[config.mk]
export PLATFORM = sky130hd
export DESIGN_NAME = multicycle_ctrl
export DESIGN_NICKNAME = d
export VERILOG_FILES = /design/src/rtl/ctrl_pkg.sv /design/src/rtl/ctrl_opdecode.sv /design/src/rtl/multicycle_ctrl.sv
export SDC_FILE = /design/constraint.sdc
export NUM_CORES = 1
export LEC_CHECK = 0
export ABC_CLOCK_PERIOD_IN_PS = 2600
export CAP_MARGIN = 25
export CORE_MARGIN = 2
export CORE_UTILIZATION = 40
export CTS_BUF_LIST = sky130_fd_sc_hd__clkbuf_16
export CTS_CLUSTER_DIAMETER = 60
export DETAILED_ROUTE_END_ITERATION = 8
export PLACE_DENSITY_LB_ADDON = 0.25
export SKIP_LAST_GASP = 1
export SLEW_MARGIN = 20
export SYNTH_ARGS = -nofsm -noshare
export SYNTH_HDL_FRONTEND = slang
export SYNTH_HIERARCHICAL = 1
export SYNTH_SLANG_ARGS = --single-unit
[constraint.sdc]
create_clock -name clk -period 2.6 [get_ports clk]
set_input_delay 0.52 -clock clk [delete_from_list [all_inputs] [get_ports clk]]
set_output_delay 0.52 -clock clk [all_outputs]
set_load 0.02 [all_outputs]
[src/rtl/ctrl_pkg.sv]
// rtl/ctrl_pkg.sv - shared state, opcode and datapath-select encodings for the multicycle control
package ctrl_pkg;

  typedef enum logic [3:0] {
    FETCH,
    DECODE,
    EXEC_ALU,
    EXEC_ADDR,
    EXEC_BR,
    EXEC_JAL,
    MEM,
    WB_ALU,
    WB_MEM,
    TRAP
  } state_t;

  typedef enum logic [1:0] {
    CLS_ALU,
    CLS_MEM,
    CLS_BR,
    CLS_JAL
  } op_class_t;

  localparam logic [6:0] OP_RTYPE  = 7'b0110011;
  localparam logic [6:0] OP_ITYPE  = 7'b0010011;
  localparam logic [6:0] OP_LW     = 7'b0000011;
  localparam logic [6:0] OP_LH     = 7'b0001011;
  localparam logic [6:0] OP_SW     = 7'b0100011;
  localparam logic [6:0] OP_SH     = 7'b0101011;
  localparam logic [6:0] OP_BRANCH = 7'b1100011;
  localparam logic [6:0] OP_JAL    = 7'b1101111;

  localparam logic [1:0] PC_PLUS4  = 2'b00;
  localparam logic [1:0] PC_BRANCH = 2'b01;
  localparam logic [1:0] PC_JAL    = 2'b10;

  localparam logic [1:0] SRCB_RS2  = 2'b00;
  localparam logic [1:0] SRCB_IMM  = 2'b01;
  localparam logic [1:0] SRCB_FOUR = 2'b10;

  localparam logic [1:0] ALUOP_ADD   = 2'b00;
  localparam logic [1:0] ALUOP_SUB   = 2'b01;
  localparam logic [1:0] ALUOP_FUNCT = 2'b10;

  localparam logic [1:0] WBSEL_ALU = 2'b00;
  localparam logic [1:0] WBSEL_MEM = 2'b01;
  localparam logic [1:0] WBSEL_PC4 = 2'b10;

  localparam logic [2:0] F3_BEQ = 3'b000;
  localparam logic [2:0] F3_BNE = 3'b001;

endpackage

[src/rtl/ctrl_opdecode.sv]
// rtl/ctrl_opdecode.sv - combinational opcode classifier for the multicycle control
module ctrl_opdecode
  import ctrl_pkg::*;
(
  input  logic [6:0] opcode,
  output op_class_t  op_class,
  output logic       is_store,
  output logic       is_half,
  output logic       is_itype,
  output logic       legal
);

  // classify the IR opcode; anything not listed is illegal
  always_comb begin
    op_class = CLS_ALU;
    is_store = 1'b0;
    is_half  = 1'b0;
    is_itype = 1'b0;
    legal    = 1'b1;
    case (opcode)
      OP_RTYPE:  op_class = CLS_ALU;
      OP_ITYPE:  is_itype = 1'b1;
      OP_LW:     op_class = CLS_MEM;
      OP_LH: begin
        op_class = CLS_MEM;
        is_half  = 1'b1;
      end
      OP_SW: begin
        op_class = CLS_MEM;
        is_store = 1'b1;
      end
      OP_SH: begin
        op_class = CLS_MEM;
        is_store = 1'b1;
        is_half  = 1'b1;
      end
      OP_BRANCH: op_class = CLS_BR;
      OP_JAL:    op_class = CLS_JAL;
      default:   legal = 1'b0;
    endcase
  end

endmodule

[src/rtl/multicycle_ctrl.sv]
// rtl/multicycle_ctrl.sv - multicycle RV32-subset control FSM with handshaked memory port
module multicycle_ctrl
  import ctrl_pkg::*;
#(
  parameter int TIMEOUT  = 255,
  parameter int RETIRE_W = 32
) (
  input  logic                clk,
  input  logic                reset,
  input  logic [6:0]          opcode,
  input  logic [2:0]          funct3,
  input  logic                zero,
  input  logic                mem_ready,
  output logic                mem_req,
  output logic                mem_we,
  output logic                mem_half,
  output logic                addr_sel,
  output logic                ir_write,
  output logic                pc_write,
  output logic [1:0]          pc_src,
  output logic [1:0]          alu_src_b,
  output logic [1:0]          alu_op,
  output logic                reg_write,
  output logic [1:0]          wb_sel,
  output logic                illegal,
  output logic                bus_err,
  output logic [RETIRE_W-1:0] retired
);

  localparam int CW = $clog2(TIMEOUT + 1);
  localparam logic [CW-1:0] LAST_WAIT = CW'(TIMEOUT - 1);

  state_t          state, nxt;
  logic            active;
  logic [CW-1:0]   wait_cnt;
  logic            retire, set_illegal, set_buserr, timeout_hit;
  op_class_t       op_class;
  logic            is_store, is_half, is_itype, legal;

  ctrl_opdecode u_dec (
    .opcode   (opcode),
    .op_class (op_class),
    .is_store (is_store),
    .is_half  (is_half),
    .is_itype (is_itype),
    .legal    (legal)
  );

  // the TIMEOUT-th consecutive unanswered request cycle is the last one allowed
  assign timeout_hit = !mem_ready && (wait_cnt == LAST_WAIT);

  // next state and datapath selects decoded from the current state
  always_comb begin
    nxt         = state;
    mem_req     = 1'b0;
    mem_we      = 1'b0;
    mem_half    = 1'b0;
    addr_sel    = 1'b0;
    ir_write    = 1'b0;
    pc_write    = 1'b0;
    pc_src      = PC_PLUS4;
    alu_src_b   = SRCB_RS2;
    alu_op      = ALUOP_ADD;
    reg_write   = 1'b0;
    wb_sel      = WBSEL_ALU;
    retire      = 1'b0;
    set_illegal = 1'b0;
    set_buserr  = 1'b0;
    case (state)
      FETCH: begin
        // active is low while reset is held, keeping the bus quiet until release
        if (active) begin
          mem_req   = 1'b1;
          alu_src_b = SRCB_FOUR;
          if (mem_ready) begin
            ir_write = 1'b1;
            pc_write = 1'b1;
            nxt      = DECODE;
          end else if (timeout_hit) begin
            set_buserr = 1'b1;
            nxt        = TRAP;
          end
        end
      end
      DECODE: begin
        if (!legal) begin
          set_illegal = 1'b1;
          nxt         = TRAP;
        end else begin
          case (op_class)
            CLS_ALU: nxt = EXEC_ALU;
            CLS_MEM: nxt = EXEC_ADDR;
            CLS_BR:  nxt = EXEC_BR;
            default: nxt = EXEC_JAL;
          endcase
        end
      end
      EXEC_ALU: begin
        alu_op    = ALUOP_FUNCT;
        alu_src_b = is_itype ? SRCB_IMM : SRCB_RS2;
        nxt       = WB_ALU;
      end
      EXEC_ADDR: begin
        alu_src_b = SRCB_IMM;
        nxt       = MEM;
      end
      EXEC_BR: begin
        alu_op = ALUOP_SUB;
        pc_src = PC_BRANCH;
        if (funct3 == F3_BEQ) pc_write = zero;
        else if (funct3 == F3_BNE) pc_write = !zero;
        retire = 1'b1;
        nxt    = FETCH;
      end
      EXEC_JAL: begin
        reg_write = 1'b1;
        wb_sel    = WBSEL_PC4;
        pc_write  = 1'b1;
        pc_src    = PC_JAL;
        retire    = 1'b1;
        nxt       = FETCH;
      end
      MEM: begin
        mem_req  = 1'b1;
        addr_sel = 1'b1;
        mem_we   = is_store;
        mem_half = is_half;
        if (mem_ready) begin
          retire = is_store;
          nxt    = is_store ? FETCH : WB_MEM;
        end else if (timeout_hit) begin
          set_buserr = 1'b1;
          nxt        = TRAP;
        end
      end
      WB_ALU: begin
        reg_write = 1'b1;
        retire    = 1'b1;
        nxt       = FETCH;
      end
      WB_MEM: begin
        reg_write = 1'b1;
        wb_sel    = WBSEL_MEM;
        retire    = 1'b1;
        nxt       = FETCH;
      end
      TRAP: nxt = TRAP;
      default: nxt = FETCH;
    endcase
  end

  // state, wait counter, retire counter and sticky error flags
  always_ff @(posedge clk) begin
    if (reset) begin
      state    <= FETCH;
      active   <= 1'b0;
      wait_cnt <= '0;
      retired  <= '0;
      illegal  <= 1'b0;
      bus_err  <= 1'b0;
    end else begin
      state    <= nxt;
      active   <= 1'b1;
      wait_cnt <= (mem_req && !mem_ready) ? wait_cnt + 1'b1 : '0;
      retired  <= retired + {{(RETIRE_W-1){1'b0}}, retire};
      illegal  <= illegal | set_illegal;
      bus_err  <= bus_err | set_buserr;
    end
  end

endmodule

==> out/summary.txt <==
routability cong. = 0.878
worst setup margin = 0.0767 ns
R2R setup slack = 0.20 ns
Ports = 63
I/O Buffers = 62
Final Max Tran Viols = 0
Syn Area/Cell = 8.39 sq um
P_int = 1.15 mW
total power = 1.50 mW
skew final = 0.00739 ns
Max VDD drop = 278 uV
area leader, netlist = dfxtp_1
Starting Density = 41.4%
Place WS = -0.712 ns
nature of the critical path endpoint = primary output
Ys Warns = 6
Worst Setup SP = state[2]
routed vias = 2475
Reg-to-Reg End = retired[30]
Final Cycle Share = 97.1%
Comb power frac = 9.6%
end of the critical path = alu_src_b[1]
Reg2Reg Depth = 8
Netlist Area Pre-Place = 2450 sq um
die area = 6760 sq um
drc violations = 0
Syn Nets = 310
first-pass GRT wire length = 10200 um
worst skew pair latency = 0.29 ns
core footprint = 5920 sq um
#FFs+latches synth = 47
critical path's largest stage delay = 0.67 ns
Worst Path Required = 2.08 ns
final-layout fill cell count = 548
CTS clk-pin slew, worst paths = 0.06 ns
TritonCTS clock tree = built
diode count = 0
post-layout util = 59.4%
H-tree levels = 2
FFs w/ async S/R, synth = 0%
power share of the clock group = 41.2%
die extent in y = 82.2 um
Setup TNS = 0 ns
Max Cap Viol = 0
RR Startpoint = state[3]
ratio of cells with drive above 1 in the final layout = 17.3%
top_reg_cell synth = dfxtp_1
fin nets = 393
CTS Buffer Depth = 2
Site Rows = 28
CTS Root Cell = clkbuf_16
top cells by count, synth = dfxtp_1, nor2_1, a21oi_1
1st-pass router iterations = 4
Mapped Cells = 292
power share of the sequential group = 49.1%
maximum net fanout on the critical path = 6
final hold vios = 0
CP cell instances = or3b_2 > nor3_1 > clkdlybuf4s50_1
Synth area leaders = dfxtp_1, nor2_1, o31ai_1, or4_1, a21oi_1
Num CTS Buffers = 5
Die Wd = 82.2 um
fmax = 396 MHz
pin count of the biggest net entering global routing = 17
sequential area share after synthesis = 38.4%
Setup Viol. Count Final = 0
PwrDens = 426 nW/um^2
Post-synth EDFFs = 0
WL/cell = 13.5 um
outcome = complete, no violations
Hold-fix buffers, CTS = 0
RSZ-0062 raised after global routing = false
Area Growth Syn to Fin = 43.7%
fin crit period = 2.52 ns
Crit Path Class = reg -> out
gr ovfl total = 0
multi-input logic area = 1500 sq um
routed wire length = 6090 um
Psw = 352 uW
vias in the first global route = 2339
Placed Instances = 441
Final ANT Viol Nets = 0
register area = 942 sq um
dpl hpwl = 4480 um
top-area cell type share of the netlist area = 38.4%
CP Launch Type = flop
CP Data Arrival Time = 2.00 ns
synth unique cells = 48
LEAKAGE = 1.23 nW
slowest cell on the critical path = clkdlybuf4s50_1
clk sinks = 47
gr usage total = 19.3%
count leader, synth = dfxtp_1
Sw Ratio = 23.5%
worst-margin pin slew = 0.474 ns
initial antenna violation count = 0
DR iter-0 viols = 117
Hold Crit Class = reg -> reg
Via-to-Cell Ratio = 5.49
final std cells w/o fill = 451
headroom to the max-slew limit = 68.1%
[final cells by class]
class,count,area share [%]
clock inverter,3,0.427
timing repair buffer,90,23.2
tap,75,2.67
clock buffer,5,3.56
multi-input combinational,225,42.7
sequential,47,26.8
inverter,6,0.640
[per-stage QoR]
stage	cell area [sq um]	hold WS [ns]
2_1_floorplan	2510	0.430
3_3_place_gp	3330	0.444
3_5_place_dp	3330	0.459
4_1_cts	3470	0.472
5_1_grt	3520	0.508
6_report	3520	0.463
[metal layers]
| metal | track usage, % | wire [um] | vias up |
|---|---|---|---|
| met5 | 0 | 0 | - |
| met1 | 22.0 | 2630 | 1156 |
| li1 | - | - | 1247 |
| met3 | 4.57 | 271 | 12 |
| met2 | 35.1 | 3100 | 60 |
| met4 | 6.33 | 89 | 0 |
[layout by cell type (no fill, tap or decap), drive strengths merged, types with 13 or more instances in the layout]
| cell type | instances |
|---|---|
| a21oi | 23 |
| buf | 30 |
| clkdlybuf4s50 | 51 |
| dfxtp | 47 |
| nand2 | 17 |
| nand3 | 13 |
| nand4 | 13 |
| nor2 | 38 |
| o31ai | 17 |
| or4 | 16 |
[worst min path at each step]
stage	startpoint	end	slack, ns	depth (start not counted)
after detailed placement	wait_cnt[0]	wait_cnt[0]	0.46	1
final	wait_cnt[0]	wait_cnt[0]	0.46	1
after floorplan	wait_cnt[0]	wait_cnt[0]	0.43	1
after global placement	wait_cnt[0]	wait_cnt[0]	0.44	1
after CTS	wait_cnt[0]	wait_cnt[0]	0.47	1
after global routing	wait_cnt[0]	wait_cnt[0]	0.51	1
[critical path, delay by kind of cell (launching register included)]
family / cells / cell delay [ns]
DFF: 1 / 0.35
buffers and inverters: 1 / 0.67
and+or+nand+nor: 2 / 0.69
[cells by family (layout without fill, tap and decap cells)]
logic type / Yosys count / after routing / share of synthesized area, %
AO/OA/AOI/OAI: 58 / 58 / 15.0
XOR/XNOR: 20 / 20 / 7.15
adder cells (fa/ha/maj): 4 / 4 / 2.04
buffers and inverters: 21 / 104 / 4.80
flip-flops: 47 / 47 / 38.4
multiplexers: 1 / 1 / 0.409
AND/OR/NAND/NOR: 141 / 142 / 32.2
[flip-flops by register name, summed over array words and instances, names as in the netlist]
name and cells:
illegal 1, bus_err 1, state 4, active 1, wait_cnt 8, retired 32
[power groups by stage]
| stage | logic (mW) | clock network [mW] | registers [mW] |
|---|---|---|---|
| final | 0.145 | 0.618 | 0.737 |
| after global routing | 0.158 | 0.657 | 0.738 |
| after global placement | 0.146 | 0 | 0.752 |
| after detailed placement | 0.148 | 0 | 0.753 |
| after CTS | 0.142 | 0.627 | 0.736 |
| after floorplan | 0.0738 | 0 | 0.751 |
[timing repair]
action                     4_1_cts  5_1_grt
pin swaps                        7        8
hold endpoints to repair         0        0
gates cloned                     1        0
gates resized for setup         18       22
setup buffers                    0        1
setup endpoints to repair       26       22
No activity file was read; power rests on OpenSTA's default activity.
